**src/rtl/mem_fill_arbiter_pkg.sv**
```systemverilog
// Shared types and geometry for the cache-fill arbiter: FSM state encoding,
// block geometry and the word-address composition helper.
package mem_arb_pkg;

    localparam int WORDS_PER_BLOCK = 8;
    localparam int MEM_LATENCY     = 4;
    localparam int BLK_OFF_BITS    = 4;
    localparam int WORD_IDX_BITS   = 3;
    localparam int ADDR_W          = 16;
    localparam int DATA_W          = 16;
    localparam int BLK_W           = ADDR_W - BLK_OFF_BITS;

    typedef enum logic [1:0] {
        IDLE    = 2'b00,
        FILL_IC = 2'b01,
        FILL_DC = 2'b10,
        STORE   = 2'b11
    } arb_state_t;

    typedef enum logic {
        OWNER_IC = 1'b0,
        OWNER_DC = 1'b1
    } owner_t;

    // Words are 16-bit, so the byte address of word idx is {blk, idx, 0}.
    function automatic logic [ADDR_W-1:0] word_addr(input logic [BLK_W-1:0]         blk,
                                                    input logic [WORD_IDX_BITS-1:0] idx);
        return {blk, idx, 1'b0};
    endfunction

endpackage

```
**src/rtl/mem_fill_arbiter_if.sv**
```systemverilog
// Client/memory bundle of the fill arbiter. master = arbiter side,
// slave = the caches plus main memory that surround it.
interface mem_fill_arbiter_if;
    import mem_arb_pkg::*;

    logic              ic_miss;
    logic [ADDR_W-1:0] ic_miss_addr;
    logic              dc_miss;
    logic [ADDR_W-1:0] dc_miss_addr;
    logic              dc_wr_req;
    logic [ADDR_W-1:0] dc_wr_addr;
    logic [DATA_W-1:0] dc_wr_data;
    logic [DATA_W-1:0] mem_data_out;
    logic              mem_data_valid;

    logic              ic_busy;
    logic              dc_busy;
    logic              ic_data_valid;
    logic              dc_data_valid;
    logic [DATA_W-1:0] fill_data;
    logic [ADDR_W-1:0] fill_word_addr;
    logic              ic_tag_write;
    logic              dc_tag_write;
    logic              dc_wr_ack;
    logic              mem_enable;
    logic              mem_wr;
    logic [ADDR_W-1:0] mem_addr;
    logic [DATA_W-1:0] mem_data_in;

    modport master (
        input  ic_miss, ic_miss_addr, dc_miss, dc_miss_addr,
               dc_wr_req, dc_wr_addr, dc_wr_data, mem_data_out, mem_data_valid,
        output ic_busy, dc_busy, ic_data_valid, dc_data_valid, fill_data, fill_word_addr,
               ic_tag_write, dc_tag_write, dc_wr_ack, mem_enable, mem_wr, mem_addr, mem_data_in
    );

    modport slave (
        output ic_miss, ic_miss_addr, dc_miss, dc_miss_addr,
               dc_wr_req, dc_wr_addr, dc_wr_data, mem_data_out, mem_data_valid,
        input  ic_busy, dc_busy, ic_data_valid, dc_data_valid, fill_data, fill_word_addr,
               ic_tag_write, dc_tag_write, dc_wr_ack, mem_enable, mem_wr, mem_addr, mem_data_in
    );

endinterface

```
**src/rtl/mem_fill_arbiter_block_fill_counter.sv**
```systemverilog
// Issue/receive word counters for one block fill. Both saturate at the last
// word index; issue_done marks that the final read has already gone out.
module block_fill_counter
    import mem_arb_pkg::*;
(
    input  logic                     clk,
    input  logic                     rst_n,
    input  logic                     clear,
    input  logic                     issue,
    input  logic                     receive,
    output logic [WORD_IDX_BITS-1:0] iss_cnt,
    output logic [WORD_IDX_BITS-1:0] rcv_cnt,
    output logic                     issue_done,
    output logic                     last_word
);
    localparam logic [WORD_IDX_BITS-1:0] CNT_MAX = WORD_IDX_BITS'(WORDS_PER_BLOCK - 1);

    logic [WORD_IDX_BITS-1:0] iss_cnt_reg, iss_cnt_next;
    logic [WORD_IDX_BITS-1:0] rcv_cnt_reg, rcv_cnt_next;
    logic                     issue_done_reg, issue_done_next;

    always_ff @(posedge clk or negedge rst_n) begin
        if (!rst_n) begin
            iss_cnt_reg    <= '0;
            rcv_cnt_reg    <= '0;
            issue_done_reg <= 1'b0;
        end else begin
            iss_cnt_reg    <= iss_cnt_next;
            rcv_cnt_reg    <= rcv_cnt_next;
            issue_done_reg <= issue_done_next;
        end
    end

    always_comb begin
        iss_cnt_next    = iss_cnt_reg;
        rcv_cnt_next    = rcv_cnt_reg;
        issue_done_next = issue_done_reg;
        if (clear) begin
            iss_cnt_next    = '0;
            rcv_cnt_next    = '0;
            issue_done_next = 1'b0;
        end else begin
            if (issue && !issue_done_reg) begin
                if (iss_cnt_reg == CNT_MAX) issue_done_next = 1'b1;
                else                        iss_cnt_next    = iss_cnt_reg + 1'b1;
            end
            if (receive && (rcv_cnt_reg != CNT_MAX)) rcv_cnt_next = rcv_cnt_reg + 1'b1;
        end
    end

    assign iss_cnt    = iss_cnt_reg;
    assign rcv_cnt    = rcv_cnt_reg;
    assign issue_done = issue_done_reg;
    assign last_word  = receive && (rcv_cnt_reg == CNT_MAX);

endmodule

```
**src/rtl/mem_fill_arbiter.sv**
```systemverilog
// Arbitrates I/D-cache block fills and D-cache stores onto one pipelined memory.
// Optional macro ARB_ROUND_ROBIN_EN alternates contended dc/ic miss grants.
module mem_fill_arbiter
    import mem_arb_pkg::*;
(
    input  logic               clk,
    input  logic               rst_n,
    mem_fill_arbiter_if.master bus
);
    arb_state_t               state_reg, state_next;
    logic [BLK_W-1:0]         blk_reg, blk_next;
    logic                     fill_active;
    logic                     fill_valid;
    logic                     prefer_dc;
    logic                     issue_done;
    logic                     last_word;
    logic [WORD_IDX_BITS-1:0] iss_cnt;
    logic [WORD_IDX_BITS-1:0] rcv_cnt;
    logic [1:0]               client_fill;
    logic [1:0]               client_valid;
    logic [1:0]               client_tag;
    logic                     unused_addr_bits;

    assign fill_active = (state_reg == FILL_IC) || (state_reg == FILL_DC);
    assign fill_valid  = fill_active && bus.mem_data_valid;
    assign client_fill = {state_reg == FILL_DC, state_reg == FILL_IC};

    // Block offset bits of miss addresses are irrelevant: fills always start at word 0.
    assign unused_addr_bits = ^{bus.ic_miss_addr[BLK_OFF_BITS-1:0], bus.dc_miss_addr[BLK_OFF_BITS-1:0]};

    block_fill_counter u_counter (
        .clk        (clk),
        .rst_n      (rst_n),
        .clear      (last_word || !fill_active),
        .issue      (fill_active && !issue_done),
        .receive    (fill_valid),
        .iss_cnt    (iss_cnt),
        .rcv_cnt    (rcv_cnt),
        .issue_done (issue_done),
        .last_word  (last_word)
    );

`ifdef ARB_ROUND_ROBIN_EN
    owner_t last_owner_reg, last_owner_next;

    always_ff @(posedge clk or negedge rst_n) begin
        if (!rst_n) last_owner_reg <= OWNER_IC;
        else        last_owner_reg <= last_owner_next;
    end

    // Under contention the client that did not own the previous fill wins.
    assign prefer_dc = !(bus.ic_miss && (last_owner_reg == OWNER_DC));

    always_comb begin
        last_owner_next = last_owner_reg;
        if (state_reg == IDLE) begin
            if (state_next == FILL_DC)      last_owner_next = OWNER_DC;
            else if (state_next == FILL_IC) last_owner_next = OWNER_IC;
        end
    end
`else
    assign prefer_dc = 1'b1;
`endif

    always_ff @(posedge clk or negedge rst_n) begin
        if (!rst_n) begin
            state_reg <= IDLE;
            blk_reg   <= '0;
        end else begin
            state_reg <= state_next;
            blk_reg   <= blk_next;
        end
    end

    always_comb begin
        state_next = state_reg;
        blk_next   = blk_reg;
        unique case (state_reg)
            IDLE: begin
                if (bus.dc_wr_req) begin
                    state_next = STORE;
                end else if (bus.dc_miss && prefer_dc) begin
                    state_next = FILL_DC;
                    blk_next   = bus.dc_miss_addr[ADDR_W-1:BLK_OFF_BITS];
                end else if (bus.ic_miss) begin
                    state_next = FILL_IC;
                    blk_next   = bus.ic_miss_addr[ADDR_W-1:BLK_OFF_BITS];
                end
            end
            FILL_IC, FILL_DC: begin
                if (last_word) state_next = IDLE;
            end
            STORE: state_next = IDLE;
            default: state_next = IDLE;
        endcase
    end

    always_comb begin
        bus.mem_enable  = 1'b0;
        bus.mem_wr      = 1'b0;
        bus.mem_addr    = '0;
        bus.mem_data_in = '0;
        bus.dc_wr_ack   = 1'b0;
        if (state_reg == STORE) begin
            bus.mem_enable  = 1'b1;
            bus.mem_wr      = 1'b1;
            bus.mem_addr    = bus.dc_wr_addr;
            bus.mem_data_in = bus.dc_wr_data;
            bus.dc_wr_ack   = 1'b1;
        end else if (fill_active && !issue_done) begin
            bus.mem_enable = 1'b1;
            bus.mem_addr   = word_addr(blk_reg, iss_cnt);
        end
    end

    assign bus.ic_busy        = (state_reg == FILL_IC);
    assign bus.dc_busy        = (state_reg == FILL_DC) || (state_reg == STORE);
    assign bus.fill_data      = fill_valid ? bus.mem_data_out : '0;
    assign bus.fill_word_addr = fill_valid ? word_addr(blk_reg, rcv_cnt) : '0;

    // Index 0 is the I-cache, index 1 the D-cache.
    genvar gi;
    generate
        for (gi = 0; gi < 2; gi++) begin : g_client
            assign client_valid[gi] = fill_valid && client_fill[gi];
            assign client_tag[gi]   = last_word && client_fill[gi];
        end
    endgenerate

    assign bus.ic_data_valid = client_valid[0];
    assign bus.dc_data_valid = client_valid[1];
    assign bus.ic_tag_write  = client_tag[0];
    assign bus.dc_tag_write  = client_tag[1];

endmodule

```
**src/flat_wrapper.sv**
```systemverilog
// flat-port wrapper written by rule: the top's interface ports become plain ports
module mem_fill_arbiter_flat import mem_arb_pkg::*;
  (clk, rst_n, bus_ic_miss, bus_ic_miss_addr, bus_dc_miss, bus_dc_miss_addr, bus_dc_wr_req, bus_dc_wr_addr, bus_dc_wr_data, bus_mem_data_out, bus_mem_data_valid, bus_ic_busy, bus_dc_busy, bus_ic_data_valid, bus_dc_data_valid, bus_fill_data, bus_fill_word_addr, bus_ic_tag_write, bus_dc_tag_write, bus_dc_wr_ack, bus_mem_enable, bus_mem_wr, bus_mem_addr, bus_mem_data_in);
  mem_fill_arbiter_if bus_i ();
  input  logic clk;
  input  logic rst_n;
  input wire logic [$bits(bus_i.ic_miss)-1:0] bus_ic_miss;
  input wire logic [$bits(bus_i.ic_miss_addr)-1:0] bus_ic_miss_addr;
  input wire logic [$bits(bus_i.dc_miss)-1:0] bus_dc_miss;
  input wire logic [$bits(bus_i.dc_miss_addr)-1:0] bus_dc_miss_addr;
  input wire logic [$bits(bus_i.dc_wr_req)-1:0] bus_dc_wr_req;
  input wire logic [$bits(bus_i.dc_wr_addr)-1:0] bus_dc_wr_addr;
  input wire logic [$bits(bus_i.dc_wr_data)-1:0] bus_dc_wr_data;
  input wire logic [$bits(bus_i.mem_data_out)-1:0] bus_mem_data_out;
  input wire logic [$bits(bus_i.mem_data_valid)-1:0] bus_mem_data_valid;
  output wire logic [$bits(bus_i.ic_busy)-1:0] bus_ic_busy;
  output wire logic [$bits(bus_i.dc_busy)-1:0] bus_dc_busy;
  output wire logic [$bits(bus_i.ic_data_valid)-1:0] bus_ic_data_valid;
  output wire logic [$bits(bus_i.dc_data_valid)-1:0] bus_dc_data_valid;
  output wire logic [$bits(bus_i.fill_data)-1:0] bus_fill_data;
  output wire logic [$bits(bus_i.fill_word_addr)-1:0] bus_fill_word_addr;
  output wire logic [$bits(bus_i.ic_tag_write)-1:0] bus_ic_tag_write;
  output wire logic [$bits(bus_i.dc_tag_write)-1:0] bus_dc_tag_write;
  output wire logic [$bits(bus_i.dc_wr_ack)-1:0] bus_dc_wr_ack;
  output wire logic [$bits(bus_i.mem_enable)-1:0] bus_mem_enable;
  output wire logic [$bits(bus_i.mem_wr)-1:0] bus_mem_wr;
  output wire logic [$bits(bus_i.mem_addr)-1:0] bus_mem_addr;
  output wire logic [$bits(bus_i.mem_data_in)-1:0] bus_mem_data_in;
  assign bus_i.ic_miss = bus_ic_miss;
  assign bus_i.ic_miss_addr = bus_ic_miss_addr;
  assign bus_i.dc_miss = bus_dc_miss;
  assign bus_i.dc_miss_addr = bus_dc_miss_addr;
  assign bus_i.dc_wr_req = bus_dc_wr_req;
  assign bus_i.dc_wr_addr = bus_dc_wr_addr;
  assign bus_i.dc_wr_data = bus_dc_wr_data;
  assign bus_i.mem_data_out = bus_mem_data_out;
  assign bus_i.mem_data_valid = bus_mem_data_valid;
  assign bus_ic_busy = bus_i.ic_busy;
  assign bus_dc_busy = bus_i.dc_busy;
  assign bus_ic_data_valid = bus_i.ic_data_valid;
  assign bus_dc_data_valid = bus_i.dc_data_valid;
  assign bus_fill_data = bus_i.fill_data;
  assign bus_fill_word_addr = bus_i.fill_word_addr;
  assign bus_ic_tag_write = bus_i.ic_tag_write;
  assign bus_dc_tag_write = bus_i.dc_tag_write;
  assign bus_dc_wr_ack = bus_i.dc_wr_ack;
  assign bus_mem_enable = bus_i.mem_enable;
  assign bus_mem_wr = bus_i.mem_wr;
  assign bus_mem_addr = bus_i.mem_addr;
  assign bus_mem_data_in = bus_i.mem_data_in;
  mem_fill_arbiter u_core (.clk(clk), .rst_n(rst_n), .bus(bus_i));
endmodule
```
**config.mk**
```make
export PLATFORM = sky130hd
export DESIGN_NAME = mem_fill_arbiter_flat
export DESIGN_NICKNAME = d
export VERILOG_FILES = /design/src/rtl/mem_fill_arbiter_pkg.sv /design/src/rtl/mem_fill_arbiter_if.sv /design/src/rtl/mem_fill_arbiter_block_fill_counter.sv /design/src/rtl/mem_fill_arbiter.sv /design/src/flat_wrapper.sv
export SDC_FILE = /design/constraint.sdc
export NUM_CORES = 1
export LEC_CHECK = 0
export CORE_MARGIN = 10
export CORE_UTILIZATION = 40
export CTS_BUF_LIST = sky130_fd_sc_hd__clkbuf_4
export CTS_CLUSTER_DIAMETER = 200
export DETAILED_ROUTE_END_ITERATION = 10
export DONT_BUFFER_PORTS = 1
export PLACE_DENSITY_LB_ADDON = 0.05
export SLEW_MARGIN = 20
export SYNTH_ARGS = -nofsm -noshare
export SYNTH_HDL_FRONTEND = slang
export SYNTH_SLANG_ARGS = --single-unit
```
**constraint.sdc**
```tcl
create_clock -name clk -period 2.8 [get_ports clk]
set_input_delay 0.7 -clock clk [delete_from_list [all_inputs] [get_ports clk]]
set_output_delay 0.7 -clock clk [all_outputs]
set_load 0.05 [all_outputs]
```
# Yosys cells after proc, flatten, opt, wreduce, memory -nomap -nowiden
# Index checks and enable logic that the tools add are counted.
[op_classes] n_eq_ne=9 n_reduce_logical=24 n_addsub=2 bitwise_logic=1 muxes=23
[ops] op="two-way mux 16 bit" n=5
[ops] op="two-way mux 12 bit" n=2
[ops] op="two-way mux 3 bit" n=5
[ops] op="logical AND 1 bit" n=9
[ops] op="two-way mux 2 bit" n=4
[ops] op="nonzero test 2 bit" n=4
[ops] op="adder 3 x 1 -> 3 bit, second input constant" n=2
[ops] op="equality test 3 bit, second input constant" n=2
[ops] op="two-way mux 1 bit" n=6
[ops] op="one-hot mux 2 bit (3 select lines)" n=1
[ops] op="AND reduction 2 bit" n=3
[ops] op="equality test 2 bit, second input constant" n=2
[ops] op="!= test 4 bit, second input constant" n=1
[ops] op="logical OR 1 bit" n=3
[ops] op="!= test 3 bit, second input constant" n=1
[ops] op="AND reduction 3 bit" n=1
[ops] op="equality test 2 x 1 -> 1 bit, second input constant" n=1
[ops] op="zero test 1 bit" n=2
[ops] op="zero test 2 bit" n=1
[ops] op="!= test 2 x 1 -> 1 bit, second input constant" n=1
[ops] op="!= test 2 bit, second input constant" n=1
[ops] op="OR reduction 2 bit" n=1
[ops] op="NOT 1 bit" n=1
[word_totals] output_inout_bits=73 inputBits=86 regBits=21 elab_cells=64

# Longest topological paths before layout
[depth] ltp_word=7 depth_mapped=6 mapped_depth_nobuf=5

# Cells and area by module
# From an unflattened synthesis, not the netlist that was laid out.
[unflattened] hier_cells=204 area_unflattened_um2=1774.2
[by_module_without_submodules] module="mem_fill_arbiter" instances=1 area_each_um2=1428.9 seq_area_each_um2=350.3 cells_per_inst=176
[by_module_without_submodules] module="block_fill_counter" instances=1 area_each_um2=345.3 seq_area_each_um2=175.2 cells_per_inst=28

# Worst setup path before layout
# Ideal clock, no wire load.
[synth_timing] path_kind="register to output" start="register u_core.state_reg[0]" end="output bus_mem_addr[10]" path_stages_with_launch=6 arrival_time_ns=1.868 path_slack_ns=0.232 path_buffers=2 required_ns=2.100 path_cell_list="dfrtp_1 -> ha_1 -> clkbuf_1 -> nor2_2 -> buf_2 -> a22o_1"
[synth_via] elab_chain_cells=5 elab_cells_between_ends=7 cone_classes="eq/ne (3); mux (2); reduce/logical (2)"
[synth_lines] element="start, declared" line_no="mem_fill_arbiter.sv:10" text="arb_state_t state_reg, state_next;"
[synth_lines] element="start signal, assigned" line_no="mem_fill_arbiter.sv:70" text="state_reg <= state_next;"
[synth_lines] element="equality test 2 x 1 -> 1 bit / equality test 2 bit (equally long branches)" line_no="mem_fill_arbiter.sv:24" text="assign fill_active = (state_reg == FILL_IC) || (state_reg == FILL_DC);"
[synth_lines] element="logical OR 1 bit" line_no="mem_fill_arbiter.sv:24"
[synth_lines] element="logical AND 1 bit" line_no="mem_fill_arbiter.sv:110" text="end else if (fill_active && !issue_done) begin"
[synth_lines] element="two-way mux 16 bit" line_no="mem_fill_arbiter.sv:110"
[synth_lines] element="two-way mux 16 bit *" line_no="mem_fill_arbiter.sv:104" text="if (state_reg == STORE) begin"
[synth_lines] element="end, declared" line_no="flat_wrapper.sv:27" text="output wire logic [$bits(bus_i.mem_addr)-1:0] bus_mem_addr;"
# Mark *: on every way between the ends. The rest lies on a longest branch, timed or not.

# Worst setup path in the final report
[layout_timing] start="register u_core.state_reg[1]" end="output bus_mem_addr[2]"
# The elaborated chain is that of the path after synthesis.

==> out/metrics.cfg <==
[timing]
finalCriticalPeriod_ps=2660
rsz0062_at_grt=no
hold_viol=0
max_freq_ghz=0.375
layout_setup_ws_ps=137
period_share_pct=95.1
fin_skew_ps=7.68
tightest_slew_ps=519
final.setup.tns_ps=0
setup_violations=0
drv_slew=0
max_slew_margin_pct=65.6

[yosys]
synth_enable_flop_cells=0
ys_types=30
synth_top_cell_by_area=dfrtp_1
synth_cells=176
ys.warnings.count=0
synth-main-ff-cell=dfrtp_1
synthTopCellsByCount=and3_1, dfrtp_1, and2_1
yosysTopAreaCellShare_pct=30.0
yosysMostFrequentCell=and3_1
syn-cell-area_sq_um=1750
synth_fp_nets=271
synth-seq-area-share_pct=30.0
synth-seq-cells=21
synth_area_leaders=dfrtp_1, mux2_4, and3_1, a22o_1, and2_1
synthArstFlopShare_pct=100
syn_avg_cell_area_sq_um=9.95

[cts]
clkTransAtPathRegs_ps=120
cts_buffer_depth=2
clock_latency_ps=300
cts_root_buffer=clkbuf_4
htree_levels=1
cts.sinks=21
holdBufCountCts=0
cts_tree=done
numCtsBuffers=3

[floorplanning]
fp.dieH_um=86.2
ios=159
die_area_sq_um=7420
rows=23
core_area_sq_um=4120
initial_core_util_pct=42.5
die_w_um=86.2

[min_path]
hold_class=in -> async

[detailed_routing]
vias=1474
routedWlPerCell_um=22.3
drtAntennaViolNets=0
drt_wl_total_mm=6.01
firstDrtPassIters=4
viasPerCell=5.46
drtIter0Drc=42
drc=0

[place]
io_buffers=0
dpl.hpwl_mm=4.87
dpl-instance-area_sq_um=2320
placed_cells=264
gp_congestion=0.708
pre_cts_ws_ps=340

[cells_and_area]
final_area_sq_um=2370
largest_register_ffs=12
final_cells=270
fin_util_pct=57.7
nets=316
area_delta_synth_final_pct=35.6
drive_above_1_share_pct=40.9
antenna_cells=0

[critical_path]
worst-setup-path-type=reg -> out
cp.required_ps=2100
endpoint_kind=output pin
start_kind=flip-flop
critical_path_arrival_ps=1960
crit_fanout=10

[global_route]
grtUsageTotal_pct=14.8
grt_max_degree=42
grt_antenna_before_repair=1
grt-ovfl-total=0
grt_pass1_vias=1641
grt_pass1_wl_mm=8.94

[power_and_ir_drop]
leakagePower_nw=1.25
powerDensity_nw_per_um2=1560
vdd_ir_drop_max_uv=763

[status]
outcome=complete, no violations

[job]
cap_violations=0

-- critical path, cell delays in order, from the launching register on --
cell and delay, ps:
dfrtp_1 400, inv_1 100, ha_1 300, nand2b_1 130, nor2_4 180, buf_4 200
a22o_1 200, buf_12 150
-- path summary, 6_finish.rpt --
path	startpoint	endpoint	slack [ps]	depth (start not counted)
setup reg to reg	u_core.state_reg[1]$_DFFE_PN0P_	u_core.state_reg[0]$_DFFE_PN0P_	870	6
hold / removal	rst_n	u_core.u_counter.issue_done$_DFFE_PN0P_	70	0
setup / recovery	u_core.state_reg[1]$_DFFE_PN0P_	bus_mem_addr[2]	140	7
max in group asynchronous	rst_n	u_core.blk_reg[2]$_DFFE_PN0P_	2650	0
min in group clk	u_core.blk_reg[10]$_DFFE_PN0P_	u_core.blk_reg[10]$_DFFE_PN0P_	520	1
hold reg to reg	u_core.blk_reg[10]$_DFFE_PN0P_	u_core.blk_reg[10]$_DFFE_PN0P_	520	1
-- final cells by class --
| type | instances | area [sq um] |
|---|---|---|
| Fill cell | 384 | 1740 |
| Clock buffer | 4 | 30.0 |
| Sequential cell | 21 | 526 |
| Inverter | 3 | 11.3 |
| Multi-Input combinational cell | 134 | 1120 |
| Tap cell | 50 | 62.6 |
| Timing Repair Buffer | 58 | 623 |
-- per-stage QoR --
| step | power (mW) | hold slack (ps) |
|---|---|---|
| floorplan | 2.54 | 404 |
| global placement | 3.50 | 406 |
| detailed placement | 3.55 | 406 |
| CTS | 3.72 | 56.4 |
| global route | 3.91 | 38.0 |
| finish | 3.71 | 70.9 |
-- where the power goes --
group,internal [mW],switching (mW)
Clock,0.0651,0.0943
Combinational,1.15,1.86
Sequential,0.438,0.105
-- kinds of logic after synthesis --
group	after synthesis	share of synthesized area, %
DFF	21	30.0
and+or+nand+nor	71	24.9
muxes	26	20.0
xor gates and xnor gates	1	0.500
other	1	0.214
adders and majority gates	9	6.43
buffers and inverters	21	6.36
AOI/OAI and AO/OA	26	11.5
-- placed cells by master, fill, tap and decap left out, drive strengths merged, types with 3 or more instances in the layout --
cell type and instances:
mux2 24, a21boi 3, nor2 7, nand2b 4, inv 3, clkbuf 4, ha 9, and3 32
buf 58, o21ai 4, and2 18, dfrtp 21, a22o 15, nor2b 3
-- repair_timing --
item                                   in CTS  in global routing
endpoints found under the hold margin       0                  0
setup endpoints to repair                  10                 10
gates resized for setup                     1                  0
pin swaps                                   0                  1
buffers inserted                            0                  2
gates cloned                                0                  0
-- layer usage --
metal	wire (um)	GRT usage (%)
met3	691	7.47
met2	3050	25.4
met5	0	0
met4	59	4.34
met1	2210	15.5
(Power assumes the default switching activity.)
